==> src/rtl/booth_arb_pkg.sv <==
// Shared types and constants for the Booth multiplier arbiter.
// Latency: n/a (package only).
// Backpressure: n/a (package only).
// Contents: FSM state enum, multiplier upload selector codes, default sizes.
package booth_arb_pkg;

  localparam int DEF_N       = 4;
  localparam int DEF_W       = 8;
  localparam int DEF_TIMEOUT = 64;

  // Upload selector codes driven by the multiplier on mul_sel.
  localparam logic [1:0] SEL_X = 2'b01;  // low half of the product
  localparam logic [1:0] SEL_A = 2'b10;  // high half of the product

  typedef enum logic [1:0] {
    IDLE  = 2'd0,
    ISSUE = 2'd1,
    WAIT  = 2'd2,
    RESP  = 2'd3
  } state_t;

endpackage

==> src/rtl/booth_mul_arbiter_rr_picker.sv <==
// Round-robin picker: first set request bit at or after ptr_i, wrapping mod N.
// Latency: purely combinational.
// Backpressure: none; the caller decides when to consume the pick.
// Ports: req_i (N request bits), ptr_i (start index), gnt_o (one-hot pick),
//        idx_o (binary pick), any_o (at least one request set).
module rr_picker #(
  parameter int N   = 4,
  parameter int IDW = 2
) (
  input  logic [N-1:0]   req_i,
  input  logic [IDW-1:0] ptr_i,
  output logic [N-1:0]   gnt_o,
  output logic [IDW-1:0] idx_o,
  output logic           any_o
);

  localparam int IW = IDW + 1;
  localparam logic [IW-1:0] N_W = IW'(N);

  // One extra bit so ptr + offset never overflows before the modulo wrap.
  logic [IW-1:0] pos;
  logic          found;

  always_comb begin
    gnt_o = '0;
    idx_o = '0;
    found = 1'b0;
    pos   = '0;
    for (int k = 0; k < N; k++) begin
      pos = {1'b0, ptr_i} + k[IW-1:0];
      if (pos >= N_W) begin
        pos = pos - N_W;
      end
      if (!found && req_i[pos[IDW-1:0]]) begin
        found                = 1'b1;
        gnt_o[pos[IDW-1:0]]  = 1'b1;
        idx_o                = pos[IDW-1:0];
      end
    end
  end

  assign any_o = found;

endmodule

==> src/rtl/booth_mul_arbiter.sv <==
// Shares one start/finished Booth multiplier among N requesters, round-robin.
// Latency: gnt/mul_start one cycle after req seen in IDLE; response one cycle after mul_finished.
// Backpressure: requests wait while a job is in flight; responses cannot be stalled.
// Ports: clk/rst (sync, active-low); req/req_x/req_y from clients, gnt back;
//        rsp_valid/rsp_id/rsp_prod/rsp_err response strobe; mul_start/mul_x/mul_y
//        to the multiplier; mul_data/mul_sel/mul_finished from its upload side.
module booth_mul_arbiter
  import booth_arb_pkg::*;
#(
  parameter int N       = DEF_N,
  parameter int W       = DEF_W,
  parameter int IDW     = $clog2(N),
  parameter int TIMEOUT = DEF_TIMEOUT
) (
  input  logic           clk,
  input  logic           rst,
  input  logic [N-1:0]   req,
  input  logic [N*W-1:0] req_x,
  input  logic [N*W-1:0] req_y,
  output logic [N-1:0]   gnt,
  output logic           rsp_valid,
  output logic [IDW-1:0] rsp_id,
  output logic [2*W-1:0] rsp_prod,
  output logic           rsp_err,
  output logic           mul_start,
  output logic [W-1:0]   mul_x,
  output logic [W-1:0]   mul_y,
  input  logic [W-1:0]   mul_data,
  input  logic [1:0]     mul_sel,
  input  logic           mul_finished
);

  localparam int CW = $clog2(TIMEOUT) + 1;

  state_t           state_q;
  logic [N-1:0]     gnt_q;
  logic             mul_start_q;
  logic             rsp_valid_q;
  logic             rsp_err_q;
  logic [IDW-1:0]   rsp_id_q;
  logic [2*W-1:0]   rsp_prod_q;
  logic [W-1:0]     mul_x_q;
  logic [W-1:0]     mul_y_q;
  logic [IDW-1:0]   id_q;
  logic [IDW-1:0]   rr_ptr_q;
  logic [CW-1:0]    cnt_q;
  logic [W-1:0]     lo_q, hi_q;
  logic             lo_ok_q, hi_ok_q;

  logic [W-1:0]     lo_d, hi_d;
  logic             lo_ok_d, hi_ok_d;
  logic             fin_err;
  logic [IDW-1:0]   rr_ptr_d;

  logic [N-1:0]     pick_oh;
  logic [IDW-1:0]   pick_idx;
  logic             pick_any;

  logic [W-1:0]     x_arr [N];
  logic [W-1:0]     y_arr [N];

  for (genvar gi = 0; gi < N; gi++) begin : g_slice
    assign x_arr[gi] = req_x[gi*W +: W];
    assign y_arr[gi] = req_y[gi*W +: W];
  end

  rr_picker #(
    .N   (N),
    .IDW (IDW)
  ) u_pick (
    .req_i (req),
    .ptr_i (rr_ptr_q),
    .gnt_o (pick_oh),
    .idx_o (pick_idx),
    .any_o (pick_any)
  );

  // Upload capture including the current cycle, so a half that arrives
  // together with mul_finished still counts toward the error decision.
  always_comb begin
    lo_d    = lo_q;
    hi_d    = hi_q;
    lo_ok_d = lo_ok_q;
    hi_ok_d = hi_ok_q;
    if (mul_sel == SEL_X) begin
      lo_d    = mul_data;
      lo_ok_d = 1'b1;
    end else if (mul_sel == SEL_A) begin
      hi_d    = mul_data;
      hi_ok_d = 1'b1;
    end
  end

  assign fin_err  = ~(lo_ok_d & hi_ok_d);
  assign rr_ptr_d = (id_q == IDW'(N - 1)) ? '0 : id_q + IDW'(1);

  always_ff @(posedge clk) begin
    if (!rst) begin
      state_q     <= IDLE;
      gnt_q       <= '0;
      mul_start_q <= 1'b0;
      rsp_valid_q <= 1'b0;
      rsp_err_q   <= 1'b0;
      rsp_id_q    <= '0;
      rsp_prod_q  <= '0;
      mul_x_q     <= '0;
      mul_y_q     <= '0;
      id_q        <= '0;
      rr_ptr_q    <= '0;
      cnt_q       <= '0;
      lo_q        <= '0;
      hi_q        <= '0;
      lo_ok_q     <= 1'b0;
      hi_ok_q     <= 1'b0;
    end else begin
      case (state_q)
        IDLE: begin
          if (pick_any) begin
            id_q        <= pick_idx;
            mul_x_q     <= x_arr[pick_idx];
            mul_y_q     <= y_arr[pick_idx];
            gnt_q       <= pick_oh;
            mul_start_q <= 1'b1;
            // Counter starts at the start pulse so the abort lands exactly
            // TIMEOUT cycles after mul_start.
            cnt_q       <= '0;
            lo_ok_q     <= 1'b0;
            hi_ok_q     <= 1'b0;
            state_q     <= ISSUE;
          end
        end
        ISSUE: begin
          gnt_q       <= '0;
          mul_start_q <= 1'b0;
          cnt_q       <= cnt_q + CW'(1);
          rr_ptr_q    <= rr_ptr_d;
          state_q     <= WAIT;
        end
        WAIT: begin
          // mul_x/mul_y are deliberately untouched here: the multiplier
          // samples its operands some cycles after the start pulse.
          lo_q    <= lo_d;
          hi_q    <= hi_d;
          lo_ok_q <= lo_ok_d;
          hi_ok_q <= hi_ok_d;
          if (mul_finished) begin
            rsp_valid_q <= 1'b1;
            rsp_id_q    <= id_q;
            rsp_err_q   <= fin_err;
            rsp_prod_q  <= fin_err ? '0 : {hi_d, lo_d};
            state_q     <= RESP;
          end else if (cnt_q == CW'(TIMEOUT - 1)) begin
            rsp_valid_q <= 1'b1;
            rsp_id_q    <= id_q;
            rsp_err_q   <= 1'b1;
            rsp_prod_q  <= '0;
            state_q     <= RESP;
          end else begin
            cnt_q <= cnt_q + CW'(1);
          end
        end
        RESP: begin
          rsp_valid_q <= 1'b0;
          rsp_err_q   <= 1'b0;
          state_q     <= IDLE;
        end
        default: state_q <= IDLE;
      endcase
    end
  end

  assign gnt       = gnt_q;
  assign mul_start = mul_start_q;
  assign rsp_valid = rsp_valid_q;
  assign rsp_err   = rsp_err_q;
  assign rsp_id    = rsp_id_q;
  assign rsp_prod  = rsp_prod_q;
  assign mul_x     = mul_x_q;
  assign mul_y     = mul_y_q;

endmodule

==> config.mk <==
export PLATFORM = sky130hd
export DESIGN_NAME = booth_mul_arbiter
export DESIGN_NICKNAME = d
export VERILOG_FILES = /design/src/rtl/booth_arb_pkg.sv /design/src/rtl/booth_mul_arbiter_rr_picker.sv /design/src/rtl/booth_mul_arbiter.sv
export SDC_FILE = /design/constraint.sdc
export NUM_CORES = 1
export LEC_CHECK = 0
export BUFFER_PORTS_ARGS = -buffer_cell sky130_fd_sc_hd__buf_2
export CORE_MARGIN = 2
export CORE_UTILIZATION = 57
export DETAILED_ROUTE_END_ITERATION = 12
export PLACE_DENSITY_LB_ADDON = 0.12
export SLEW_MARGIN = 10
export SYNTH_ARGS = -nofsm -noshare
export SYNTH_HDL_FRONTEND = slang
export SYNTH_SLANG_ARGS = --single-unit
==> constraint.sdc <==
create_clock -name clk -period 8.43 [get_ports clk]
set_input_delay 1.2645 -clock clk [delete_from_list [all_inputs] [get_ports clk]]
set_output_delay 1.2645 -clock clk [all_outputs]
set_load 0.05 [all_outputs]
==> metrics <==
GR Overflow Total=0; VDD IR-drop max=204.6 µV; hold-fix buffer count after cts=0; Crit Path Max Fanout=36; largest family of logic cells by synthesized area=compound AO/OA/AOI/OAI gates; Crit path arrival time=3.74 ns; post-synthesis mux area share=9.391%; largest net degree at the start of global routing=69; Crit path required time=8.62 ns; status=completed; CTS Sinks=72; CTS HTree Levels=3; DR pass1 iterations=5; Yosys cell types=62; Synth Area in XOR/XNOR=0%; most frequent cells after synthesis=92 x nand2_1, 72 x dfxtp_1, 45 x o21ai_0, 41 x nand3_1, 25 x a21boi_0; Post-synth ARST share=0%; Routed Antenna Nets=0; setup bufs post-CTS=0; Worst-Skew Late Latency=0.35 ns; Synthesized Nets=644; initial antenna violation count=0; final max-slew violation count=0; min Tclk post-route=3.557 ns; share of the synthesized area in the top cell type=31.91%; final worst path period share=42.19%; Die Ht=93.02 µm; post-synthesis adder-cell area fraction=4.155%; RSZ-0062 raised after global routing=false; Port Buf Inserts=121; Cell Area, Synth=4517 µm²; most common cell in the netlist=nand2_1; Final setup viols=0; DRT iter0 DRCs=176; wire length per cell=16.00 µm; setup TNS=0 ns; crit end category=flop; row cnt=32; complex-gate fraction of the synthesized area=26.93%; diodes inserted=0; nets=740; Yosys reg bits=72; Synth Area in Simple Gates=22.22%; die area=8653 µm²; max-cap viol count=0; ys flop type=dfxtp_1; vias in the first global route=4216; Post-synth EDFFs=0; synth warn=0; CTS clk-pin slew, worst paths=0.08 ns; largest area contributor in the netlist=dfxtp_1; first-pass GRT wire length=19320 µm; worst slew pin tran=0.9764 ns; core area=7687 µm²; I/O pin cnt=122; Residual DRC=0; vias=4510; Mapped Avg Cell Area=8.242 µm²; number of CTS-inserted buffers=9; vias per std cell=6.005; GRT Util Overall=27.48%; Mapped Cells=548; final wirelength=12020 µm; Worst Clk Skew=0.009349 ns; Slew headroom=34.90%; DP HPWL=8543 µm; P_leak=0.002252 µW; dominant cells by area after synthesis=dfxtp_1 32%, nand2_1 7.6%, mux2i_1 5.3%; Design Power=1719 µW; Max Root-Sink Buffers=2; placed cells=735; Power per Cell Area=323.8 nW/µm²; post-route non-filler standard cell count=751; Seq/Total Area, Yosys=31.91%; Area growth, synth to finish=17.56%; type of the worst setup path=reg -> reg; Root Driver=clkbuf_8; gpl congestion=0.8705; layout cells sized above 1=25.73%; Initial Utilization=58.76%; Tightest Hold Check Type=reg -> reg; Chip Width=93.02 µm; Reg2Reg Setup Slack=4.87 ns; count of final hold-check violations=0; Peak Freq=0.2812 GHz; cells resized by post-CTS repair=0; Startpoint Class=flop; CTS tree=yes
[flip-flops by register name, indices dropped and copies added, names as in the netlist, 4 cells and up]
name,flops
mul_y,8
lo_q,8
hi_q,8
rsp_prod,16
gnt,4
cnt_q,7
mul_x,8
[critical path, cell delays in order, from the launching register on]
cell and delay [ns]:
dfxtp_1 0.31, buf_4 0.36, inv_1 0.33, ha_1 0.59
mux4_2 0.50, nand2b_1 0.39, nand2_4 0.24, mux2_2 0.35
a211oi_1 0.24, a311oi_1 0.07
[through the flow]
| stage | utilization [%] | setup WS (ns) | hold slack, ns | cell area, µm² |
|---|---|---|---|---|
| final | 69.08 | 4.873 | 0.4718 | 5310 |
| after global routing | 69.08 | 4.603 | 0.4931 | 5310 |
| after CTS | 69.08 | 4.905 | 0.4729 | 5310 |
| after detailed placement | 65.90 | 4.899 | 0.4601 | 5066 |
| after global placement | 65.90 | 5.009 | 0.4528 | 5066 |
| after floorplan | - | 5.377 | 0.4428 | 4517 |
[cell families after synthesis]
logic type / count (synthesis)
buffers and inverters: 48
DFF: 72
AOI/OAI and AO/OA: 168
adders and majority gates: 15
and+or+nand+nor: 208
muxes: 37
[path summary, 6_finish.rpt]
check                   start       end  cells after the start
setup / recovery  rr_ptr_q[0]  mul_y[2]                      9
hold / removal        hi_q[7]   hi_q[7]                      2
setup reg to reg  rr_ptr_q[0]  mul_y[2]                      9
hold reg to reg       hi_q[7]   hi_q[7]                      2
[cells in the final DEF, fill, tap and decap left out, types with 6 or more instances in the layout]
master and instances:
a211oi_1 15, a21boi_0 25, a21o_1 6, a21oi_1 7, a22o_1 14, a311oi_1 8
a31oi_1 8, and2_1 24, and3_1 8, buf_2 121, clkbuf_8 9, dfxtp_1 72
ha_1 15, inv_1 8, mux2_2 9, mux2i_1 24, nand2_1 92, nand3_1 41
nor2_1 13, nor2b_1 11, o21ai_0 45
[final cells by class]
type | count | area (µm²)
Tap cell | 102 | 127.6
Clock inverter | 7 | 120.1
Sequential cell | 72 | 1441
Clock buffer | 9 | 123.9
Timing Repair Buffer | 125 | 635.6
Multi-Input combinational cell | 428 | 2831
Fill cell | 659 | 2377
Inverter | 8 | 30.03
[routing by layer]
metal  GRT usage (%)  part of all wire, %  vias up
li1                -                    -     2188
met1           35.52                   44     2117
met2           45.53                   48      179
met3           4.512                  5.7       26
met4           11.52                  2.5        0
met5               0                    0        -
[report_power, final]
group | internal, µW | leakage [µW] | switching, µW | total [µW]
Sequential | 410 | 0.000586 | 47.4 | 457
Clock | 197 | 0.000119 | 142 | 339
Combinational | 298 | 0.00155 | 626 | 923
Note: power is estimated with default switching activity, not from simulation.
